**src/rtl/calc_pkg.sv**
```systemverilog
// Shared definitions for the sequential multiplier: FSM state encoding,
// default operand width and a small width helper.
package calc_pkg;

    // Default operand width; the product is twice as wide.
    localparam int W_DEFAULT = 8;

    // Three-phase control: wait for a request, iterate, present the result.
    typedef enum logic [1:0] {
        IDLE = 2'd0,
        RUN  = 2'd1,
        DONE = 2'd2
    } state_t;

    // Step counter width: one bit more than needed to index W steps.
    function automatic int cnt_width(input int w);
        return $clog2(w) + 1;
    endfunction

endpackage

```
**src/rtl/mul8_seq.sv**
```systemverilog
// Unsigned shift-add multiplier: one partial-product step per clock,
// exactly W steps per operation, result held until the next completion.
module mul8_seq
    import calc_pkg::*;
#(
    parameter int W = W_DEFAULT
) (
    input  logic           clk,
    input  logic           rst,
    input  logic           start,
    input  logic [W-1:0]   a,
    input  logic [W-1:0]   b,
    output logic           busy,
    output logic           done,
    output logic [2*W-1:0] product
);

    localparam int CW = cnt_width(W);
    localparam logic [CW-1:0] LAST_STEP = CW'(W - 1);

    state_t          state_q, state_d;
    logic [W-1:0]    mcand_q, mcand_d;
    logic [W-1:0]    mplier_q, mplier_d;
    // One spare bit above the product so the add carry survives until the shift.
    logic [2*W:0]    acc_q, acc_d;
    logic [2*W:0]    acc_sum;
    logic [CW-1:0]   cnt_q, cnt_d;
    logic [2*W-1:0]  product_q, product_d;

    // State register; reset aborts any operation in flight.
    always_ff @(posedge clk or posedge rst) begin
        if (rst) begin
            state_q <= IDLE;
        end else begin
            state_q <= state_d;
        end
    end

    // Datapath registers: operands, accumulator, step counter, result.
    always_ff @(posedge clk or posedge rst) begin
        if (rst) begin
            mcand_q   <= '0;
            mplier_q  <= '0;
            acc_q     <= '0;
            cnt_q     <= '0;
            product_q <= '0;
        end else begin
            mcand_q   <= mcand_d;
            mplier_q  <= mplier_d;
            acc_q     <= acc_d;
            cnt_q     <= cnt_d;
            product_q <= product_d;
        end
    end

    // Partial-product add into the upper half; acc_q[2W] is always zero
    // between steps, so the full-width add only ever carries into that bit.
    always_comb begin
        acc_sum = acc_q;
        if (mplier_q[0]) begin
            acc_sum = acc_q + {1'b0, mcand_q, {W{1'b0}}};
        end
    end

    // Next-state and output decode; everything holds unless a phase moves it.
    always_comb begin
        state_d   = state_q;
        mcand_d   = mcand_q;
        mplier_d  = mplier_q;
        acc_d     = acc_q;
        cnt_d     = cnt_q;
        product_d = product_q;
        busy      = 1'b0;
        done      = 1'b0;

        case (state_q)
            IDLE: begin
                if (start) begin
                    mcand_d  = a;
                    mplier_d = b;
                    acc_d    = '0;
                    cnt_d    = '0;
                    state_d  = RUN;
                end
            end

            RUN: begin
                busy     = 1'b1;
                // Shift right: carry lands in the product MSB, LSB retires.
                acc_d    = acc_sum >> 1;
                mplier_d = mplier_q >> 1;
                cnt_d    = cnt_q + 1'b1;
                if (cnt_q == LAST_STEP) begin
                    // Result is captured only here, so it holds through IDLE.
                    product_d = acc_d[2*W-1:0];
                    state_d   = DONE;
                end
            end

            DONE: begin
                done    = 1'b1;
                state_d = IDLE;
            end

            default: begin
                state_d = IDLE;
            end
        endcase
    end

    assign product = product_q;

endmodule

```
**config.mk**
```make
export PLATFORM = sky130hd
export DESIGN_NAME = mul8_seq
export DESIGN_NICKNAME = d
export VERILOG_FILES = /design/src/rtl/calc_pkg.sv /design/src/rtl/mul8_seq.sv
export SDC_FILE = /design/constraint.sdc
export NUM_CORES = 1
export LEC_CHECK = 0
export ABC_AREA = 1
export BUFFER_PORTS_ARGS = -buffer_cell sky130_fd_sc_hd__buf_4
export CORE_MARGIN = 8
export CORE_UTILIZATION = 63
export CTS_BUF_LIST = sky130_fd_sc_hd__clkbuf_8
export DETAILED_ROUTE_END_ITERATION = 12
export PLACE_DENSITY = 0.85
export SLEW_MARGIN = 40
export SYNTH_ARGS = -nofsm -noshare
export SYNTH_HDL_FRONTEND = slang
export SYNTH_SLANG_ARGS = --single-unit
```
**constraint.sdc**
```tcl
create_clock -name clk -period 2.4 [get_ports clk]
set_clock_uncertainty 0.05 [all_clocks]
set_input_delay 0.12 -clock clk [delete_from_list [all_inputs] [get_ports clk]]
set_output_delay 0.12 -clock clk [all_outputs]
set_load 0.005 [all_outputs]
```
# ---- Word level (Yosys, flattened, before mapping)
# Index checks and enable logic that the tools add are counted.
dict set report totals {
  reg_bits 55
  input_bits 19
  output_inout_bits 18
  word_cells 31
}
dict set report op_classes {
  addsub 2
  n_eq_ne 5
  mux 12
  n_reduce_logical 6
}
# cell count
set op_table {}
lappend op_table {{2-to-1 mux 17 bit} 2}
lappend op_table {{one-hot mux 17 bit (2 select lines)} 1}
lappend op_table {{adder 17 x 16 -> 17 bit} 1}
lappend op_table {{one-hot mux 8 bit (2 select lines)} 1}
lappend op_table {{2-to-1 mux 8 bit} 1}
lappend op_table {{one-hot mux 4 bit (2 select lines)} 1}
lappend op_table {{AND reduction 2 bit} 4}
lappend op_table {{adder 4 x 1 -> 4 bit (second input constant)} 1}
lappend op_table {{== test 4 x 3 -> 1 bit (second input constant)} 1}
lappend op_table {{2-to-1 mux 2 bit} 2}
lappend op_table {{2-to-1 mux 4 bit} 1}
lappend op_table {{inequality test 2 bit (second input constant)} 2}
lappend op_table {{one-hot mux 2 bit (2 select lines)} 1}
lappend op_table {{== test 2 x 1 -> 1 bit (second input constant)} 1}
lappend op_table {{== test 2 bit (second input constant)} 1}
lappend op_table {{zero test 2 bit} 1}
lappend op_table {{2-to-1 mux 1 bit} 2}
lappend op_table {{nonzero test 2 bit} 1}

# ---- Longest topological paths before layout
dict set report depth {
  word_depth 3
  mapped_depth 10
  depth_no_buf 10
}

# ---- Worst setup path before layout
# OpenSTA, ideal clock, no wires.
dict set report synth_timing {
  kind {register to register}
  from {register mcand_q[0]}
  to {register product_q[13] (netlist: product[13])}
  setup_ns 0.118
  arrival_ns 1.491
  required_time_ns 2.232
  setup_slack_ns 0.740
  path_stages_with_launch 11
  n_path_buf 0
  synth_period_minus_slack_ns 1.660
  cell_sequence {dfrtp_1 -> ha_1 -> fa_1 -> nand2_1 -> nand2_1 -> nand3b_1 -> nand2_1 -> nand2_1 -> nand3_1 -> nand3_1 -> nand2_1}
}
dict set report synth_between {
  elab_chain_len 2
}
# element line
set synth_lines {}
lappend synth_lines {{start, declared} mul8_seq.sv:22} ;# logic [W-1:0] mcand_q, mcand_d;
lappend synth_lines {{start signal, assigned} mul8_seq.sv:48} ;# mcand_q <= mcand_d;
lappend synth_lines {{adder 17 x 16 -> 17 bit} mul8_seq.sv:61} ;# acc_sum = acc_q + {1'b0, mcand_q, {W{1'b0}}};
lappend synth_lines {{2-to-1 mux 17 bit} mul8_seq.sv:60} ;# if (mplier_q[0]) begin
lappend synth_lines {{end signal, assigned} mul8_seq.sv:52} ;# product_q <= product_d;
lappend synth_lines {{end, declared} mul8_seq.sv:28} ;# logic [2*W-1:0] product_q, product_d;
# Every way passes these cells.
# A chain may end at the register's enable or synchronous reset.

# ---- Worst setup path in the final report
dict set report layout_timing {
  from {register mcand_q[0]}
  to {register acc_q[11]}
}
dict set report layout_between {
  elab_chain_len 3
}
# element line
set layout_lines {}
lappend layout_lines {{adder 17 x 16 -> 17 bit} mul8_seq.sv:61}
lappend layout_lines {{2-to-1 mux 17 bit} mul8_seq.sv:60}
lappend layout_lines {{one-hot mux 17 bit (2 select lines)} mul8_seq.sv:76} ;# case (state_q)
lappend layout_lines {{end signal, assigned} mul8_seq.sv:44} ;# acc_q <= '0;
lappend layout_lines {{end signal, assigned} mul8_seq.sv:50} ;# acc_q <= acc_d;
lappend layout_lines {{end, declared} mul8_seq.sv:25} ;# logic [2*W:0] acc_q, acc_d;
# Every way passes these cells.

==> results.yml <==
routing:
  drtIter0Drc: 107
  vias_per_cell: 5.234
  wire_per_inst_um: 13.40
  drc: 0
  drt_pass1_iterations: 4
  num_vias: 1994
  routed_wl_um: 5106
  final_antenna_net_count: 0
die:
  start_util_pct: 64.42
  ios: 37
  num_rows: 23
  dieArea_mm2: 0.006282
  die_h_um: 79.26
  die_x_um: 79.26
  core_mm2: 0.003914
synthesis:
  avgSynthCellArea_um2: 8.877
  synth-seq-area-share_pct: 52.61
  synthCells: 284
  yosys_warnings: 0
  ys_ff_latch: 53
  netlist_area_mm2: 0.002521
  synth_cell_types: 29
  synth_nets: 313
worst_setup_path:
  cp-end-kind: "flip-flop"
  reg2reg_from: "mcand_q[0]"
  path_cells: "ha_1, fa_1, nand2_1, nand2_1, nand2_1, nand2_1, nand3_1, o21ai_0, o21ai_0"
  startpoint_type: "flip-flop"
  crit_path_top_delay_cell: "dfrtp_1"
  path_class: "reg2reg"
  rrSetupSlack_ns: 0.56
  arrival_ns: 2.00
  cp_slowest_stage_delay_ns: 0.40
  crit_path_max_fanout: 3
  r2r_cells: 9
  critical_path_required_ns: 2.57
  cpMostUsedCell: "nand2_1"
  rr_endpoint: "acc_q[11]"
cells_and_area:
  final_cell_mix: "nand2_1 (91), dfrtp_1 (53), buf_4 (37)"
  layout_commonest_cell: "nand2_1"
  nNetsFinal: 361
  multiInputGateArea_mm2: 0.001026
  drive_gt1_share_pct: 19.03
  diodes: 0
  final_util_pct: 76.44
  fillerInstances: 309
  seqCellArea_mm2: 0.001326
  area_growth_pct: 18.66
timing:
  fmax_mhz: 544.1
  final-setup-viol-count: 0
  tns_ns: 0
  maxSlewViolCount: 0
  worst_pin_slew_ns: 0.5155
  timing_hold_violations_final: 0
  rsz0062_at_grt: "no"
  layout_min_cycle_time_ns: 1.838
  timing.final.crit_share_pct: 76.58
  relSlewSlack_pct: 65.63
cts:
  h-tree-depth: 2
  clk_pin_slew_ns: 0.09
  cts_root_buffer: "clkbuf_8"
  tritoncts: "built"
  cts_max_path_buffers: 2
  clk_latency_ns: 0.30
  cts_inserted_buffers: 5
  post_cts_resized: 0
  clock-sinks: 53
hold_path:
  hold_end: "mplier_q[6]"
  hp-class: "in2reg"
  min-delay-start: "b[6]"
  min_path_cells: 3
placed_design:
  numPortBuffers: 36
  dp_hpwl_um: 3555
  place_congestion: 0.8585
power:
  pwr_density_cell_mw_per_mm2: 1316
  total_leakage_power_nw: 1.558
  vdd_drop_max_uv: 682.7
grt:
  grt_util_all_layers_pct: 18.08
  grt_max_degree: 54
  grt_pass1_wl_um: 9218
  antenna_found_initial: 0
  grt_pass1_vias: 2001
  overflow: 0
job:
  max_cap_viol_count: 0
outcome:
  status: "finished clean"
-- routing by layer --
layer	part of all wire (%)	global-route usage, %	vias up
met2	45	28.10	51
met4	1.3	5.926	0
met1	48	22.91	925
li1	-	-	1011
met5	0	0	-
met3	6.6	6.433	7
-- cell families after synthesis --
family / count (synthesis) / share of synthesized area [%]
buf+inv: 32 / 6.700
compound gates: 42 / 10.37
xor+xnor: 1 / 0.3475
simple gates: 146 / 24.71
flops: 53 / 52.61
fa+ha+maj: 10 / 5.261
-- cells in the mapped netlist (all sizes together) --
| master | count | area share [%] |
|---|---|---|
| clkinv | 1 | 0.15 |
| nand2 | 94 | 14 |
| o21ai | 20 | 4.6 |
| o22ai | 13 | 3.2 |
| dfrtp | 53 | 53 |
| inv | 23 | 3.6 |
| a22o | 2 | 0.69 |
| nand3b | 3 | 0.89 |
| o21a | 1 | 0.30 |
| nor2 | 25 | 4.3 |
| buf | 8 | 2.9 |
| xnor2 | 1 | 0.35 |
| o31ai | 1 | 0.50 |
| o211ai | 1 | 0.30 |
| fa | 1 | 0.79 |
| or2 | 5 | 1.2 |
| a21oi | 4 | 0.79 |
| ha | 9 | 4.5 |
| nand3 | 19 | 3.8 |
-- worst max-delay path: cells and delay by family (launching register included) --
| kind | cells | cell delay, ns |
|---|---|---|
| adders and majority gates | 2 | 0.63 |
| DFF | 1 | 0.40 |
| and+or+nand+nor | 5 | 0.36 |
| AOI/OAI and AO/OA | 2 | 0.31 |
-- stage by stage --
stage | cells | area, um^2 | worst slack, ns | hold slack, ns | power [mW]
after detailed placement | 364 | 2808 | 0.5879 | 0.1572 | 3.479
final | 381 | 2992 | 0.5620 | 0.01591 | 3.937
after CTS | 381 | 2992 | 0.5681 | 0.003646 | 3.954
after global placement | 364 | 2808 | 0.6538 | 0.1414 | 3.390
after global routing | 381 | 2992 | 0.3860 | 0.01339 | 4.343
after floorplan | 284 | 2521 | 0.7403 | 0.1866 | 2.957
-- sequential cells by signal, indices dropped and copies added, names as in the netlist --
name	flops
cnt_q	4
state_q	2
mplier_q	8
product	16
acc_q	15
mcand_q	8
-- how the worst max path moves through the flow --
stage                             end  cells past startpoint       start  slack (ns)
final                       acc_q[11]                      9  mcand_q[0]        0.56
after global routing        acc_q[11]                      9  mcand_q[0]        0.39
after CTS                 product[13]                     10  mcand_q[0]        0.57
after detailed placement  product[13]                     10  mcand_q[0]        0.59
after global placement    product[13]                     10  mcand_q[0]        0.65
after floorplan           product[13]                     10  mcand_q[0]        0.74
-- power breakdown --
group          leakage (nW)  internal (mW)  switching, mW
clock                0.0399          0.192          0.260
combinational         0.852          0.815           1.09
sequential            0.666           1.30          0.286
total                  1.56           2.31           1.63
-- layout make-up --
class	count	area share, %
flip-flops and latches	53	44.33
inverters	24	3.179
multi-input cells	199	34.30
clock buffers	5	2.300
well taps	50	2.091
repair buffers	49	13.63
clock inverters	1	0.1673
-- repair_timing --
action / CTS / global route
buffers inserted: 0 / 0
hold buffers: 11 / 0
hold endpoints to repair: 63 / 0
(Power assumes the default switching activity.)
